## config.mk

```make
export PLATFORM = sky130hd
export DESIGN_NAME = mem_walk_fsm
export DESIGN_NICKNAME = d
export VERILOG_FILES = /design/src/rtl/mem_walk_fsm.sv
export SDC_FILE = /design/constraint.sdc
export NUM_CORES = 1
export LEC_CHECK = 0
export CORE_MARGIN = 2
export CORE_UTILIZATION = 35
export CTS_BUF_LIST = sky130_fd_sc_hd__clkbuf_8
export DETAILED_ROUTE_END_ITERATION = 8
export PLACE_DENSITY = 0.54
export SYNTH_ARGS = -nofsm -noshare
export SYNTH_HDL_FRONTEND = slang
export SYNTH_SLANG_ARGS = --single-unit
```

## constraint.sdc

```tcl
create_clock -name clk -period 2.5 [get_ports clk]
set_input_delay 0.5 -clock clk [delete_from_list [all_inputs] [get_ports clk]]
set_output_delay 0.5 -clock clk [all_outputs]
set_load 0.01 [all_outputs]
```

## src/rtl/mem_walk_fsm.sv

```systemverilog
// mem_walk_fsm: walks WORDS consecutive RAM words from address 0. Each word is read,
// optionally written back incremented, and held on the 16-bit display bus for
// HOLD_CYCLES cycles.
// Build option: define MEM_WALK_WRITEBACK_EN to enable the increment write-back; otherwise
// the RAM is only read and the raw value is displayed.
module mem_walk_fsm #(
  parameter int unsigned DATA_WIDTH  = 16,
  parameter int unsigned ADDR_WIDTH  = 10,
  parameter int unsigned WORDS       = 16,
  parameter int unsigned HOLD_CYCLES = 50_000_000
) (
  input  logic                  clk,
  input  logic                  rst,
  input  logic                  start,
  input  logic [DATA_WIDTH-1:0] mem_q,
  output logic [ADDR_WIDTH-1:0] mem_addr,
  output logic                  mem_we,
  output logic [DATA_WIDTH-1:0] mem_d,
  output logic [15:0]           disp_value,
  output logic                  disp_valid,
  output logic                  busy,
  output logic                  done
);

`ifdef MEM_WALK_WRITEBACK_EN
  localparam bit WbEn = 1'b1;
`else
  localparam bit WbEn = 1'b0;
`endif

  localparam int unsigned         HoldW    = (HOLD_CYCLES > 1) ? $clog2(HOLD_CYCLES) : 1;
  localparam logic [HoldW-1:0]      HoldLast = HoldW'(HOLD_CYCLES - 1);
  localparam logic [ADDR_WIDTH-1:0] AddrLast = ADDR_WIDTH'(WORDS - 1);

  typedef enum logic [2:0] {StIdle, StRead, StWait, StWrite, StShow, StDone} state_e;

  state_e                  state_q, state_d;
  logic [ADDR_WIDTH-1:0]   mem_addr_q, mem_addr_d;
  logic                    mem_we_q, mem_we_d;
  logic [DATA_WIDTH-1:0]   mem_d_q, mem_d_d;
  logic [DATA_WIDTH-1:0]   data_q, data_d;
  logic [15:0]             disp_value_q, disp_value_d;
  logic [HoldW-1:0]        hold_q, hold_d;
  logic [DATA_WIDTH-1:0]   data_inc;
  logic [DATA_WIDTH-1:0]   mem_q_inc;

  assign data_inc  = data_q + DATA_WIDTH'(1);
  assign mem_q_inc = mem_q + DATA_WIDTH'(1);

  // Next-state and registered-output logic for the walk sequencer.
  always_comb begin
    state_d      = state_q;
    mem_addr_d   = mem_addr_q;
    mem_we_d     = 1'b0;
    mem_d_d      = mem_d_q;
    data_d       = data_q;
    disp_value_d = disp_value_q;
    hold_d       = hold_q;
    unique case (state_q)
      StIdle, StDone: begin
        if (start) begin
          mem_addr_d = '0;
          state_d    = StRead;
        end
      end
      StRead: begin
        state_d = StWait;
      end
      StWait: begin
        data_d  = mem_q;
        state_d = StWrite;
        // Write strobe and data are registered, so they are set up here to be
        // on the port during the WRITE cycle; mem_q is what data_q becomes.
        if (WbEn) begin
          mem_we_d = 1'b1;
          mem_d_d  = mem_q_inc;
        end
      end
      StWrite: begin
        disp_value_d = WbEn ? 16'(data_inc) : 16'(data_q);
        hold_d       = '0;
        state_d      = StShow;
      end
      StShow: begin
        if (hold_q == HoldLast) begin
          hold_d = '0;
          if (mem_addr_q == AddrLast) begin
            state_d = StDone;
          end else begin
            mem_addr_d = mem_addr_q + ADDR_WIDTH'(1);
            state_d    = StRead;
          end
        end else begin
          hold_d = hold_q + HoldW'(1);
        end
      end
      default: begin
        state_d = StIdle;
      end
    endcase
  end

  // State and output registers with synchronous reset.
  always_ff @(posedge clk) begin
    if (rst) begin
      state_q      <= StIdle;
      mem_addr_q   <= '0;
      mem_we_q     <= 1'b0;
      mem_d_q      <= '0;
      data_q       <= '0;
      disp_value_q <= '0;
      hold_q       <= '0;
    end else begin
      state_q      <= state_d;
      mem_addr_q   <= mem_addr_d;
      mem_we_q     <= mem_we_d;
      mem_d_q      <= mem_d_d;
      data_q       <= data_d;
      disp_value_q <= disp_value_d;
      hold_q       <= hold_d;
    end
  end

  assign mem_addr   = mem_addr_q;
  assign mem_we     = mem_we_q;
  assign mem_d      = mem_d_q;
  assign disp_value = disp_value_q;
  assign disp_valid = (state_q == StShow) || (state_q == StDone);
  assign busy       = (state_q != StIdle) && (state_q != StDone);
  assign done       = (state_q == StDone);

endmodule

```

* Yosys cells after proc, flatten, opt, wreduce, memory -nomap -nowiden
Index checks and enable logic that the tools add are counted.
** Operators by class
- Add/sub/neg operators :: 2
- Equal/unequal tests :: 11
- Multiplexer cells :: 10
- Reduce and logical (&&, ||, !) cells :: 9
** Operator list (number)
- 26-bit one-hot mux with 2 select lines :: 1
- 10-bit 2-to-1 mux :: 3
- 26-bit by 1-bit adder with 26-bit output, second input constant :: 1
- 26-bit equality test, second input constant :: 1
- 26-bit 2-to-1 mux :: 1
- 10-bit one-hot mux with 2 select lines :: 1
- 3-bit one-hot mux with 5 select lines :: 1
- 10-bit by 1-bit adder with 10-bit output, second input constant :: 1
- 10-bit by 4-bit equality test with 1-bit output, second input constant :: 1
- 3-bit 2-to-1 mux :: 3
- 3-bit by 2-bit equality test with 1-bit output, second input constant :: 2
- 3-bit equality test, second input constant :: 2
- 2-bit != test, second input constant :: 3
- 4-bit AND reduction :: 1
- 2-bit nonzero test :: 2
- 3-bit by 1-bit equality test with 1-bit output, second input constant :: 1
- 3-bit zero test :: 1
- 3-bit != test, second input constant :: 1
- 3-bit nonzero test :: 1
- 2-bit AND reduction :: 1
- 2-bit OR reduction :: 1
- 1-bit logical AND :: 1
- 1-bit logical OR :: 1
** Word-level totals
- Register bits after elaboration :: 71
- Bits of input ports :: 19
- Output and inout port bits :: 46
- Word-level logic and storage cells :: 37

* Logic depth before layout (Yosys ltp)
- Word-level depth :: 4
- Gate-level depth with buffers :: 8
- Mapped depth without buffers :: 6

* Worst setup path before layout
Ideal clock, no wire load.
- Path kind :: reg2reg
- Start point :: reg mem_addr_q[5] (netlist: mem_addr[5])
- End point :: reg mem_addr_q[5] (netlist: mem_addr[5])
- Library setup time :: 74 ps
- Arrival :: 1998 ps
- Required time :: 2426 ps
- Slack :: 428 ps
- Stages on the path, launching flop included :: 7
- Buffers on the path :: 1
- Clock period less this slack :: 2072 ps
- Path through :: dfxtp_1 or4_1 or4_1 nor4b_4 buf_6 a21o_4 a31oi_1
** On the way
- Word-level cells in the longest chain between the ends :: 4
- Elaborated cells between the ends (all ways) :: 7
- Those cells by class :: add/sub: 1; eq/ne: 2; mux: 3; reduce/logical: 1
** RTL lines
- start: declaration :: line 38 : logic [ADDR_WIDTH-1:0] mem_addr_q, mem_addr_d;
- start signal: assignment :: line 115 : mem_addr_q <= mem_addr_d;
- 10-bit by 1-bit adder with 10-bit output :: line 90 : mem_addr_d = mem_addr_q + ADDR_WIDTH'(1);
- 10-bit 2-to-1 mux :: line 87 : if (mem_addr_q == AddrLast) begin
- 10-bit 2-to-1 mux :: line 85 : if (hold_q == HoldLast) begin
- 10-bit one-hot mux with 2 select lines :: line 59 : unique case (state_q)
Several ways; a longest one is shown, not always the timed one. The select of a mux whose other input is x is not followed.
A chain may end at the register's enable or synchronous reset.

* Final worst setup path
- Start point :: reg state_q[2]
- End point :: out done
** On the way
- Word-level cells in the longest chain between the ends :: 1
** RTL lines
- start: declaration :: line 37 : state_e state_q, state_d;
- start signal: assignment :: line 106 : state_q <= StIdle;
- start signal: assignment :: line 114 : state_q <= state_d;
- 3-bit equality test :: line 130 : assign done = (state_q == StDone);
- end: declaration :: line 22 : output logic done
Every way passes these cells.

==> out/qor.csv <==
stage,metric,value,unit
power,switchingPower,0.000624,W
synthesis,ys_seq_area_share,41.9,%
sta,grt_setup_unrepaired,false,
setup_path,cp-startpoint,state_q[2],
die,die_height,102,um
placement,gp_congestion,0.802,
power,leakage,1.41,nW
die,die-area,0.0105,mm^2
layout,layout_commonest_cell,nand2_1,
setup_path,rr_worst_depth,6,
layout,fin_util,44.6,%
setup_path,regToRegStartpoint,mem_addr[5],
placement,dp_hpwl,5810,um
sta,finalCritPeriodShare,92.6,%
power,total_power,0.00224,W
layout,n_antenna_cell,0,
clock_network,cts-root-buf,clkbuf_8,
synthesis,ys_warn_count,0,
drt,drtIter0Drc,116,
setup_path,slowest_stage,clkdlybuf4s50_1,
clock_network,insertion_delay,0.35,ns
setup_path,critPathMaxFanout,11,
layout,fillers,968,
clock_network,post_cts_resized,0,
grt,overflow,0,
synthesis,synthDistinctLibCells,57,
power,internal_power,0.00161,W
grt,grt_pass1_wl,14100,um
grt,grt_pass1_vias,2937,
job,cap_violations,0,
setup_path,path_buf_inv,2,
synthesis,synth_edf_count,0,
power,combPwrFrac,9.6,%
sta,finalSetupViolations,0,
layout,layout-drive-gt1-share,8.47,%
power,p_clk_share,37.7,%
sta,tns,0,ns
grt,grt_max_degree,38,
setup_path,critical_path.endpoint,done,
clock_network,hold_buffers,0,
layout,instances_no_fill,613,
clock_network,htree_levels,3,
sta,finalHoldViolations,0,
synthesis,ys_seq_elements,71,
synthesis,avgSynthCellArea,7.91,um^2
layout,syn_to_final_growth,22.6,%
setup_path,cp-end-kind,output pin,
setup_path,crit_type,register to output pin,
synthesis,ys.flop_type,dfxtp_1,
clock_network,cts_tree,built,
die,start_util,36.4,%
placement,pre_cts_slack,0.299,ns
die,pin_count,65,
sta,skew,0.0118,ns
setup_path,cp.depth,4,
clock_network,cts.sinks,71,
die,row_count,35,
placement,io_buffers,47,
sta,fin_crit,2.32,ns
layout,final_cell_mix,"nand2_1, dfxtp_1, clkdlybuf4s50_1",
drt,antenna_left,0,
setup_path,worstPathArrival,1.82,ns
die,die_w,102,um
drt,wl_per_cell,13.7,um
setup_path,worstReg2RegEnd,mem_addr[2],
grt,track_usage,17.0,%
clock_network,postCtsSetupBuffers,0,
sta,fmax,432,MHz
sta,tightest_slew,0.587,ns
sta,relSlewSlack,60.9,%
power,power_switching_share,27.9,%
sta,maxSlewViolCount,0,
drt,drt_wl_total,8390,um
synthesis,synth.largest_area_cell,dfxtp_1,
outcome,outcome,"finished, final reports clean",
power,power_density,538,mW/mm^2
drt,firstDrtPassIters,4,
clock_network,cts_made_buffers,9,
clock_network,clk_pin_slew_worst_paths,0.08,ns
setup_path,r2r_slack,0.27,ns
setup_path,crit_chain,nor2b_1 > nand2_1 > inv_1 > clkdlybuf4s50_1,
drt,via_count,3119,
setup_path,start_kind,register,
sta,fin_ws,0.185,ns
setup_path,cp.required,2.00,ns
setup_path,slowest_delay,0.53,ns
die,core_area,0.00933,mm^2
synthesis,syn_inst,429,
synthesis,syn_area,0.00339,mm^2
power,max-vdd-ir-drop,0.000298,V
clock_network,cts_buffer_depth,2,
synthesis,synth_top_area_share,41.9,%
layout,nets,500,
synthesis,async_flop_share,0,%
drt,drc,0,
drt,vias_per_cell,5.09,
setup_path,path_delay_family,buffers and inverters,
grt,antenna_found_initial,0,
min_path,hp-class,register to register,
placement,dp_cells,597,
power,p_seq_share,52.8,%
synthesis,synth_top_cells_by_area,"dfxtp_1, nand2_1, a21oi_1, buf_4, a31oi_1",
## cells by family (layout without fill, tap and decap cells)
group | after synthesis | count (layout) | synth area share, %
fa+ha+maj | 2 | 2 | 0.738
buf+inv | 44 | 83 | 7.01
compound gates | 96 | 96 | 16.8
xor+xnor | 11 | 11 | 2.84
flops | 71 | 71 | 41.9
other cells | 1 | 17 | 0.111
simple gates | 202 | 202 | 30.0
mux | 2 | 2 | 0.590
## registers in the layout (all words and copies together) (netlist names)
signal      cells
disp_value     16
state_q         3
hold_q         26
data_q         16
mem_addr       10
## cell usage after synthesis (all sizes together), types with 4 or more instances
cell type and n:
nand2 93, dfxtp 71, a21oi 46, nor2 23, buf 20, clkbuf 19
a31oi 18, nand3 16, o21ai 14, nand4 12, nor3 9, xnor2 7
and4 6, nor4 6, or3 6, or4 6, and3 5, inv 5
a21o 4, xor2 4
## final cells by class
type,count,area (um^2),share of cell area [%]
inverters,5,18.8,0.451
flip-flops and latches,71,1420,34.2
repair buffers,62,583,14.0
well taps,129,161,3.88
multi-input cells,330,1790,43.1
clock inverters,7,57.6,1.38
clock buffers,9,124,2.98
## worst reg2reg max path: stages, from the launching register on
cell	delay (ns)
dfxtp_1	0.37
or4_1	0.53
or4_1	0.51
nor4b_4	0.16
buf_4	0.18
a21o_4	0.26
a31oi_1	0.16
## per-layer routing
metal	share of wire, %	global-route usage, %	up-vias	routed length (um)
met2	46	27.3	81	3890
met5	0	0	-	0
met4	2.1	5.95	0	178
li1	-	-	1591	-
met3	5.3	4.99	15	444
met1	46	21.9	1432	3880
## worst min-delay path by stage
stage                               end      start  depth (start not counted)  slack, ns
after floorplan           disp_value[0]  data_q[0]                          2       0.43
after global placement    disp_value[9]  data_q[9]                          2       0.44
after detailed placement  disp_value[8]  data_q[8]                          2       0.44
after CTS                 disp_value[2]  data_q[2]                          2       0.46
after global routing      disp_value[2]  data_q[2]                          2       0.47
final                     disp_value[7]  data_q[7]                          2       0.45
## power by group through the flow
stage | Sequential [W] | Clock, W | Combinational (W)
floorplan | 0.00119 | 0 | 0.000160
detailed placement | 0.00121 | 0 | 0.000216
finish | 0.00118 | 0.000843 | 0.000214
CTS | 0.00118 | 0.000875 | 0.000218
global placement | 0.00121 | 0 | 0.000215
global route | 0.00119 | 0.000926 | 0.000241
## stage by stage
| stage | hold slack (ns) | area [um^2] |
|---|---|---|
| 3_5_place_dp | 0.444 | 3980 |
| 6_report | 0.455 | 4160 |
| 2_1_floorplan | 0.432 | 3450 |
| 3_3_place_gp | 0.437 | 3980 |
| 5_1_grt | 0.469 | 4160 |
| 4_1_cts | 0.455 | 4160 |
Power figures use the tool's default switching activity.
